$ cat src/rtl/gfx_bus_pkg.sv
// gfx_bus_pkg: shared definitions for the graphics device bus.
//   - bus word field positions and widths
//   - IDLE_WORD, the value the bus carries when nothing is issued
//   - issuer FSM state enum
//   - graphics opcode constants
//   - bus_word(): builds a tagged bus word from a device address and command
package gfx_bus_pkg;

  localparam int BUS_W        = 32;
  localparam int CMD_W        = 24;
  localparam int BUS_ADDR_MSB = 31;
  localparam int BUS_ADDR_LSB = 30;
  localparam int BUS_CMD_MSB  = 23;
  localparam int BUS_CMD_LSB  = 0;

  localparam logic [BUS_W-1:0] IDLE_WORD = 32'h0000_0000;

  typedef enum logic [1:0] {
    ST_IDLE     = 2'd0,
    ST_ISSUE    = 2'd1,
    ST_GAP      = 2'd2,
    ST_WAIT_IRQ = 2'd3
  } gfx_state_e;

  // Graphics opcodes (upper byte of a command)
  localparam logic [7:0] OP_PAL_SEL       = 8'd3;
  localparam logic [7:0] OP_PAL_DATA_LO   = 8'd4;
  localparam logic [7:0] OP_PAL_DATA_HI   = 8'd5;
  localparam logic [7:0] OP_TEX_FIRST     = 8'd6;
  localparam logic [7:0] OP_TEX_LAST      = 8'd9;
  localparam logic [7:0] OP_BLK_FIRST     = 8'd10;
  localparam logic [7:0] OP_BLK_LAST      = 8'd13;
  localparam logic [7:0] OP_UI_FIRST      = 8'd14;
  localparam logic [7:0] OP_UI_LAST       = 8'd17;
  localparam logic [7:0] OP_SPR_FIRST     = 8'd18;
  localparam logic [7:0] OP_SPR_LAST      = 8'd21;
  localparam logic [7:0] OP_SPR_CTL_FIRST = 8'd22;
  localparam logic [7:0] OP_SPR_CTL_LAST  = 8'd33;

  // {addr, 6'b0, cmd}; bits [29:24] are always zero on this bus.
  function automatic logic [BUS_W-1:0] bus_word(input logic [1:0] addr,
                                                input logic [CMD_W-1:0] cmd);
    logic [BUS_W-1:0] w;
    w = IDLE_WORD;
    w[BUS_ADDR_MSB:BUS_ADDR_LSB] = addr;
    w[BUS_CMD_MSB:BUS_CMD_LSB]   = cmd;
    return w;
  endfunction

endpackage

$ cat src/rtl/gfx_cmd_fifo.sv
// gfx_cmd_fifo: synchronous DEPTH-deep FIFO (DEPTH a power of two).
//   clk, rst (async active-low)
//   push/wdata : write when not full and not flushing
//   pop/rdata  : rdata shows the head; pop advances when not empty and not flushing
//   flush      : synchronous discard of all entries (wins over push and pop)
//   level      : occupancy 0..DEPTH; full/empty derived from it
module gfx_cmd_fifo #(
  parameter  int DEPTH = 16,
  parameter  int WIDTH = 25,
  localparam int AW    = (DEPTH > 1) ? $clog2(DEPTH) : 1,
  localparam int LW    = $clog2(DEPTH + 1)
) (
  input  logic             clk,
  input  logic             rst,
  input  logic             push,
  input  logic [WIDTH-1:0] wdata,
  input  logic             pop,
  output logic [WIDTH-1:0] rdata,
  input  logic             flush,
  output logic [LW-1:0]    level,
  output logic             full,
  output logic             empty
);

  logic [WIDTH-1:0] mem [DEPTH];
  logic [AW-1:0]    wr_ptr;
  logic [AW-1:0]    rd_ptr;
  logic             do_push;
  logic             do_pop;

  assign full    = (level == LW'(DEPTH));
  assign empty   = (level == '0);
  assign do_push = push && !full && !flush;
  assign do_pop  = pop && !empty && !flush;
  assign rdata   = mem[rd_ptr];

  // Pointers wrap naturally because DEPTH is a power of two.
  always_ff @(posedge clk or negedge rst) begin
    if (!rst) begin
      wr_ptr <= '0;
      rd_ptr <= '0;
      level  <= '0;
    end else if (flush) begin
      wr_ptr <= '0;
      rd_ptr <= '0;
      level  <= '0;
    end else begin
      if (do_push) wr_ptr <= wr_ptr + AW'(1);
      if (do_pop)  rd_ptr <= rd_ptr + AW'(1);
      case ({do_push, do_pop})
        2'b10:   level <= level + LW'(1);
        2'b01:   level <= level - LW'(1);
        default: level <= level;
      endcase
    end
  end

  always_ff @(posedge clk) begin
    if (do_push) mem[wr_ptr] <= wdata;
  end

endmodule

$ cat src/rtl/gfx_cmd_issuer.sv
// gfx_cmd_issuer: queues graphics commands and wait-for-irq markers and
// issues commands onto the device bus as {DEVADDR, 6'b0, cmd} words.
//   clk, rst (async active-low)
//   cmd_in/cmd_wait/cmd_valid/cmd_ready : entry source handshake
//   flush     : drop every queued entry, return to IDLE, bus idle next cycle
//   irq       : level interrupt; a rising edge releases WAIT_IRQ
//   out       : registered bus word, IDLE_WORD when not issuing
//   busy      : queue non-empty or FSM not idle
//   level     : queue occupancy
//   dbg_state : current FSM state
//
// Handshake: an entry transfers on a rising clk edge where cmd_valid and
// cmd_ready are both high; cmd_ready depends only on the registered level
// (never on cmd_valid), and the source must hold the entry until it transfers.
// A push coincident with flush is dropped even though cmd_ready was high.
module gfx_cmd_issuer
  import gfx_bus_pkg::*;
#(
  parameter  int         DEPTH   = 16,
  parameter  logic [1:0] DEVADDR = 2'd2,   // 2'd0 is the bus idle address; do not use
  parameter  int         MIN_GAP = 0,      // 0..15 idle cycles after each word
  localparam int         LW      = $clog2(DEPTH + 1)
) (
  input  logic             clk,
  input  logic             rst,
  input  logic [CMD_W-1:0] cmd_in,
  input  logic             cmd_wait,
  input  logic             cmd_valid,
  output logic             cmd_ready,
  input  logic             flush,
  input  logic             irq,
  output logic [BUS_W-1:0] out,
  output logic             busy,
  output logic [LW-1:0]    level,
  output gfx_state_e       dbg_state
);

  logic [CMD_W:0] head;        // {wait, cmd}
  logic           fifo_full;
  logic           fifo_empty;
  logic           take;
  gfx_state_e     state;
  logic [3:0]     gap_cnt;
  logic           irq_q;

  gfx_cmd_fifo #(
    .DEPTH (DEPTH),
    .WIDTH (CMD_W + 1)
  ) u_fifo (
    .clk   (clk),
    .rst   (rst),
    .push  (cmd_valid),
    .wdata ({cmd_wait, cmd_in}),
    .pop   (take),
    .rdata (head),
    .flush (flush),
    .level (level),
    .full  (fifo_full),
    .empty (fifo_empty)
  );

  assign cmd_ready = !fifo_full;
  assign busy      = !fifo_empty || (state != ST_IDLE);
  assign dbg_state = state;

  // Points where the FSM may consume the head entry. The last gap cycle
  // dispatches directly so words are exactly MIN_GAP+1 cycles apart.
  always_comb begin
    take = 1'b0;
    if (!flush && !fifo_empty) begin
      case (state)
        ST_IDLE:  take = 1'b1;
        ST_ISSUE: take = (MIN_GAP == 0);
        ST_GAP:   take = (gap_cnt == 4'd1);
        default:  take = 1'b0;
      endcase
    end
  end

  always_ff @(posedge clk or negedge rst) begin
    if (!rst) begin
      state   <= ST_IDLE;
      out     <= IDLE_WORD;
      gap_cnt <= '0;
      irq_q   <= 1'b0;
    end else begin
      irq_q <= irq;
      if (flush) begin
        state   <= ST_IDLE;
        out     <= IDLE_WORD;
        gap_cnt <= '0;
      end else if (take) begin
        gap_cnt <= '0;
        if (head[CMD_W]) begin
          // Wait marker: no bus cycle, no gap.
          state <= ST_WAIT_IRQ;
          out   <= IDLE_WORD;
        end else begin
          state <= ST_ISSUE;
          out   <= bus_word(DEVADDR, head[CMD_W-1:0]);
        end
      end else begin
        out <= IDLE_WORD;
        case (state)
          ST_IDLE: state <= ST_IDLE;
          ST_ISSUE: begin
            if (MIN_GAP != 0) begin
              state   <= ST_GAP;
              gap_cnt <= 4'(MIN_GAP);
            end else begin
              state <= ST_IDLE;
            end
          end
          ST_GAP: begin
            if (gap_cnt <= 4'd1) begin
              state   <= ST_IDLE;
              gap_cnt <= '0;
            end else begin
              gap_cnt <= gap_cnt - 4'd1;
            end
          end
          ST_WAIT_IRQ: begin
            // Only an edge seen while waiting releases; a level already
            // high on entry has irq_q high too.
            if (irq && !irq_q) state <= ST_IDLE;
          end
          default: state <= ST_IDLE;
        endcase
      end
    end
  end

endmodule

$ cat config.mk
export PLATFORM = sky130hd
export DESIGN_NAME = gfx_cmd_issuer
export DESIGN_NICKNAME = d
export VERILOG_FILES = /design/src/rtl/gfx_bus_pkg.sv /design/src/rtl/gfx_cmd_fifo.sv /design/src/rtl/gfx_cmd_issuer.sv
export SDC_FILE = /design/constraint.sdc
export NUM_CORES = 1
export LEC_CHECK = 0
export CAP_MARGIN = 25
export CORE_MARGIN = 5
export CORE_UTILIZATION = 50
export DETAILED_ROUTE_END_ITERATION = 8
export PLACE_DENSITY = 0.68
export SKIP_LAST_GASP = 1
export SLEW_MARGIN = 20
export SYNTH_ARGS = -nofsm -noshare
export SYNTH_HDL_FRONTEND = slang
export SYNTH_SLANG_ARGS = --single-unit
$ cat constraint.sdc
create_clock -name clk -period 8.85 [get_ports clk]
set_clock_uncertainty 0.15 [all_clocks]
set_input_delay 1.3275 -clock clk [delete_from_list [all_inputs] [get_ports clk]]
set_output_delay 1.3275 -clock clk [all_outputs]
set_load 0.01 [all_outputs]
# Yosys cells after proc, flatten, opt, wreduce, memory -nomap -nowiden
# Memories as Yosys holds them, arrays and structs flattened.
# Cells that the tools add are included.
word_totals:
  register_bits: 52
  ramBits: 400
  out_inout_bits: 41
  memories: 1
classes:
  add_sub_neg: 5
  order_cmp: 1
  eq_ne: 9
  mux: 23
  reduce_logical: 20
mem_list:
  columns: ["memory", "depth", "width", "rd", "rd_clocked_by_memory_dff", "write_ports", "line_no", "source"]
  rows:
  - ["u_fifo.mem", 16, 25, 1, 0, 1, "gfx_cmd_fifo.sv:25", "logic [WIDTH-1:0] mem [DEPTH];"]
op_table:
  columns: ["operator", "n"]
  rows:
  - ["two-way mux 32 bit", 3]
  - ["two-way mux 4 bit", 8]
  - ["two-way mux 2 bit", 5]
  - ["case mux 5 bit (2 select lines)", 1]
  - ["adder 4 x 1 -> 4 bit (second input constant)", 2]
  - ["inequality test 4 x 3 -> 1 bit (second input constant)", 2]
  - ["== test 2 bit (second input constant)", 3]
  - ["logical AND 1 bit", 6]
  - ["case mux 2 bit (3 select lines)", 1]
  - ["nonzero test 2 bit", 3]
  - ["nonzero test 3 bit", 2]
  - ["adder 5 x 1 -> 5 bit (second input constant)", 1]
  - ["== test 5 bit (second input constant)", 1]
  - ["logical NOT 5 bit", 1]
  - ["two-way mux 5 bit", 1]
  - ["subtractor 5 x 1 -> 5 bit (second input constant)", 1]
  - ["== test 2 x 1 -> 1 bit (second input constant)", 2]
  - ["== test 4 x 1 -> 1 bit (second input constant)", 1]
  - ["<= comparator 4 x 1 -> 1 bit (second input constant)", 1]
  - ["logical NOT 1 bit", 4]
  - ["subtractor 4 x 1 -> 4 bit (second input constant)", 1]
  - ["two-way mux 1 bit", 3]
  - ["logical NOT 2 bit", 1]
  - ["case mux 1 bit (2 select lines)", 1]
  - ["3 further kinds", 3]

# Logic depth before layout (Yosys ltp)
depth:
  depth_word: 9
  mapped_depth: 12

# Modules after synthesis
# Synthesis repeated with hierarchy kept, for this count alone.
hier_totals:
  cells_unflattened: 960
  hier_area_um2: 17525.6
by_module_without_submodules:
  columns: ["module", "n_inst", "cells_per_inst", "area_per_inst_um2", "seq_area_each_um2"]
  rows:
  - ["gfx_cmd_fifo", 1, 861, 16220.6, 12336.8]
  - ["gfx_cmd_issuer", 1, 99, 1305.0, 800.8]

# Worst setup path before layout
# No wires, ideal clock.
synth_path:
  kind: "input -> register"
  start: "in cmd_valid"
  end: "mem u_fifo.mem[3][0] (enable)"
  t_arrival_ns: 3.510
  required_ns: 8.262
  path_slack_ns: 4.751
  cell_stages: 4
  n_path_buf: 0
  path_cell_list: "o21ai_1 nor2_1 nand2_1 nor3_1"
synth_via:
  elab_chain_len: 4
synth_rtl:
  columns: ["element", "line_no", "source"]
  rows:
  - ["from (decl)", "gfx_cmd_issuer.sv:28", "input logic cmd_valid,"]
  - ["logical AND 1 bit (2 in a row)", "gfx_cmd_fifo.sv:33", "assign do_push = push && !full && !flush;"]
  - ["two-way mux 1 bit", "gfx_cmd_fifo.sv:59", "if (do_push) mem[wr_ptr] <= wdata;"]
  - ["two-way mux 1 bit (implied by the code)", "gfx_cmd_fifo.sv:59", null]
  - ["to (decl)", "gfx_cmd_fifo.sv:25", null]
# Every way passes these cells.

# Worst setup path after layout
layout_path:
  start: "in flush"
  end: "reg u_fifo.level[4]"
layout_via:
  elab_chain_len: 8
layout_rtl:
  columns: ["element", "line_no", "source"]
  rows:
  - ["from (decl)", "gfx_cmd_issuer.sv:30", "input logic flush,"]
  - ["logical NOT 1 bit", "gfx_cmd_fifo.sv:33, gfx_cmd_fifo.sv:34, gfx_cmd_issuer.sv:70", null]
  - ["logical AND 1 bit", "gfx_cmd_issuer.sv:70", "if (!flush && !fifo_empty) begin"]
  - ["two-way mux 1 bit", "gfx_cmd_issuer.sv:70", null]
  - ["logical AND 1 bit (2 in a row)", "gfx_cmd_fifo.sv:34", "assign do_pop = pop && !empty && !flush;"]
  - ["== test 2 x 1 -> 1 bit / == test 2 bit (equally long branches)", "gfx_cmd_fifo.sv:50", "case ({do_push, do_pop})"]
  - ["case mux 5 bit (2 select lines)", "gfx_cmd_fifo.sv:50", null]
  - ["two-way mux 5 bit", "gfx_cmd_fifo.sv:43", "end else if (flush) begin"]
  - ["to (signal assigned)", "gfx_cmd_fifo.sv:51", "2'b10: level <= level + LW'(1);"]
  - ["to (signal assigned)", "gfx_cmd_fifo.sv:52", "2'b01: level <= level - LW'(1);"]
  - ["to (signal assigned)", "gfx_cmd_fifo.sv:53", "default: level <= level;"]
  - ["to (decl)", "gfx_cmd_fifo.sv:20", "output logic [LW-1:0] level,"]
# Parallel ways exist; a longest one is shown, timed or not.
# A chain may end at the register's enable or synchronous reset.

==> flow_metrics.env <==
export IMPL_cellPowerDensity_nw_per_um2=259
export IMPL_cts_clk_slew_worst_paths_ns=0.06
export IMPL_synth_area_leaders="edfxtp_1 (70%), mux4_2 (16%), dfrtp_1 (6.5%)"
export IMPL_avgRoutedWirePerCell_um=25.2
export IMPL_synth_top_area_share_pct=69.8
export IMPL_ys_seq_area_share_pct=76.3
export IMPL_instances_no_fill=1371
export IMPL_ys_types=51
export IMPL_drt_iter0_drc=747
export IMPL_min_path_type="register to register"
export IMPL_drc_errors=0
export IMPL_pre_cts_slack_ns=4.13
export IMPL_crit_type="input pin to register"
export IMPL_diodes=0
export IMPL_drv_cap=0
export IMPL_synth_area_um2=17200
export IMPL_end_kind="register"
export IMPL_async_flop_share_pct=10.1
export IMPL_grt_pass1_wl_mm=52.4
export IMPL_fin_crit_ns=4.24
export IMPL_placed_cells=1285
export IMPL_setup_tns_ns=0
export IMPL_core_um2=34300
export IMPL_synth_warning_count=0
export IMPL_p_total_mw=5.20
export IMPL_synth_largest_area_cell="edfxtp_1"
export IMPL_io_pins=71
export IMPL_p_leak_nw=6.41
export IMPL_fillers=2425
export IMPL_grt_pass1_vias=8352
export IMPL_ir_drop_uv=156
export IMPL_cts_tree="yes"
export IMPL_avgViaCountPerCell=5.80
export IMPL_grt_ovfl_total=0
export IMPL_vias=7955
export IMPL_synth_ff_type="edfxtp_1"
export IMPL_grt_total_usage_pct=18.3
export IMPL_gp_congestion=0.787
export IMPL_fin_crit_sh_pct=47.9
export IMPL_fmax_mhz=236
export IMPL_antenna_left=0
export IMPL_grt_max_degree=54
export IMPL_cts_sinks=445
export IMPL_hpwl_mm=19.2
export IMPL_fin_hold_ws_ns=0.402
export IMPL_drt_total_wl_mm=34.5
export IMPL_die_area_um2=38200
export IMPL_htreeDepth=2
export IMPL_cp_max_fo=16
export IMPL_cts_resized=0
export IMPL_drt_pass1_iter_count=5
export IMPL_nets=918
export IMPL_tightest_slew_ns=0.875
export IMPL_antenna_found_initial=0
export IMPL_syn_inst=784
export IMPL_worst_slack_ns=4.61
export IMPL_synth_seq_cells=445
export IMPL_fp_dieW_um=196
export IMPL_relSlewSlack_pct=41.6
export IMPL_area_growth_synth_to_final_pct=16.7
export IMPL_synth_edf_count=400
export IMPL_fp_row_count=68
export IMPL_layout_drive_gt1_share_pct=26.0
export IMPL_port_buffers=63
export IMPL_rsz0062_at_grt="false"
export IMPL_hold_violations=0
export IMPL_status="completed"
export IMPL_clock_root_buffer="clkbuf_16"
export IMPL_die_height_um=196
export IMPL_slew_viol_final=0
export IMPL_cp_required_ns=9.18
export IMPL_hold_buffers=0
export IMPL_avgSynthCellArea_um2=22.0
export IMPL_setup_violations=0
export IMPL_cp_arrival_ns=4.57
export IMPL_cts_buffer_depth=3
export IMPL_cts_buffers=46
export IMPL_start_util_pct=50.2
export IMPL_worstSkewPairLatency_ns=0.54
export IMPL_cts_setup_buffers=0
export IMPL_worst_setup_path_start_kind="input pin"
==> cell type report <==
type                       instances  area (um2)  area share (%)
timing repair buffer              86         953            4.75
multi-input combinational        290        3930            19.6
clock inverter                    23         174           0.866
clock buffer                      62        1270            6.34
sequential                       445       13100            65.5
inverter                          10        37.5           0.187
tap                              455         569            2.83
==> placed cells by master, fill, tap and decap left out, types with 5 or more instances in the layout <==
cell type | Yosys | layout
a21oi_1 | 8 | 8
buf_16 | 0 | 7
buf_4 | 8 | 14
clkbuf_1 | 21 | 11
clkbuf_16 | 0 | 47
clkdlybuf4s50_1 | 0 | 62
clkinv_1 | 0 | 10
clkinv_2 | 0 | 7
conb_1 | 1 | 7
dfrtp_1 | 45 | 42
edfxtp_1 | 400 | 400
ha_1 | 9 | 9
inv_1 | 9 | 9
mux4_2 | 125 | 125
nand2_1 | 15 | 15
nand3_1 | 7 | 7
nor2_1 | 32 | 20
nor2_4 | 0 | 12
nor2b_1 | 26 | 26
o21ai_0 | 8 | 8
xor2_1 | 5 | 5
==> logic make-up after synthesis <==
| group | Yosys count | share of synthesized area, % |
|---|---|---|
| other | 1 | 0.0218 |
| xor gates and xnor gates | 8 | 0.407 |
| buffers and inverters | 55 | 1.60 |
| adders and majority gates | 9 | 0.654 |
| muxes | 128 | 16.5 |
| AOI/OAI and AO/OA | 34 | 1.33 |
| and+or+nand+nor | 104 | 3.11 |
| DFF | 445 | 76.3 |
==> flip-flops by register name (all words and copies together), names as in the netlist <==
name / count
dbg_state: 2
u_fifo.rd_ptr: 4
u_fifo.wr_ptr: 4
u_fifo.level: 5
gap_cnt: 4
out: 25
u_fifo.mem: 400
irq_q: 1
==> routing by layer <==
layer	vias to the layer above	wire length [um]	track usage, %
met3	42	2450	3.42
met1	4224	15100	27.9
met5	-	0	0
li1	3417	-	-
met4	0	471	3.54
met2	272	16500	28.5
==> final timing paths <==
path | depth (start not counted) | end | slack, ns | start
worst min-delay path | 2 | gap_cnt[1] | 0.40 | gap_cnt[1]
max in group asynchronous | 2 | u_fifo.rd_ptr[0] | 7.24 | rst
min in group asynchronous | 2 | gap_cnt[1] | 0.78 | rst
worst max register to register | 6 | out[11] | 5.19 | u_fifo.rd_ptr[0]
worst max-delay path | 10 | u_fifo.level[4] | 4.61 | flush
worst min register to register | 2 | gap_cnt[1] | 0.40 | gap_cnt[1]
==> critical path: stages <==
cell	delay, ns
clkdlybuf4s50_1	0.72
inv_1	0.30
o21ai_0	0.28
nor3_1	0.44
ha_1	0.39
a31oi_1	0.38
o21ai_0	0.20
o22a_1	0.24
o2111ai_1	0.10
o2111a_1	0.20
==> power breakdown <==
group,switching [mW],total (mW),internal (mW)
clock,0.757,1.83,1.07
sequential,0.0856,2.46,2.37
combinational,0.414,0.919,0.505
total,1.26,5.20,3.94
==> Yosys cell counts, types with 3 or more instances <==
master    count
nor2_1       32
buf_4         8
o21ai_0       8
nor3_1        8
a21oi_1       8
clkbuf_1     21
ha_1          9
xnor2_1       3
nor2b_1      26
xor2_1        5
nand3_1       7
inv_1         9
buf_6         4
buf_2         7
edfxtp_1    400
nand2b_1      3
mux4_2      125
buf_1         5
dfrtp_1      45
nand2_1      15
==> metrics by stage <==
step                util, %  instance area [um2]
CTS                    58.5                20100
finish                 58.6                20100
global placement       53.7                18400
global route           58.6                20100
floorplan                 -                17200
detailed placement     54.3                18600
(Power assumes the default switching activity.)
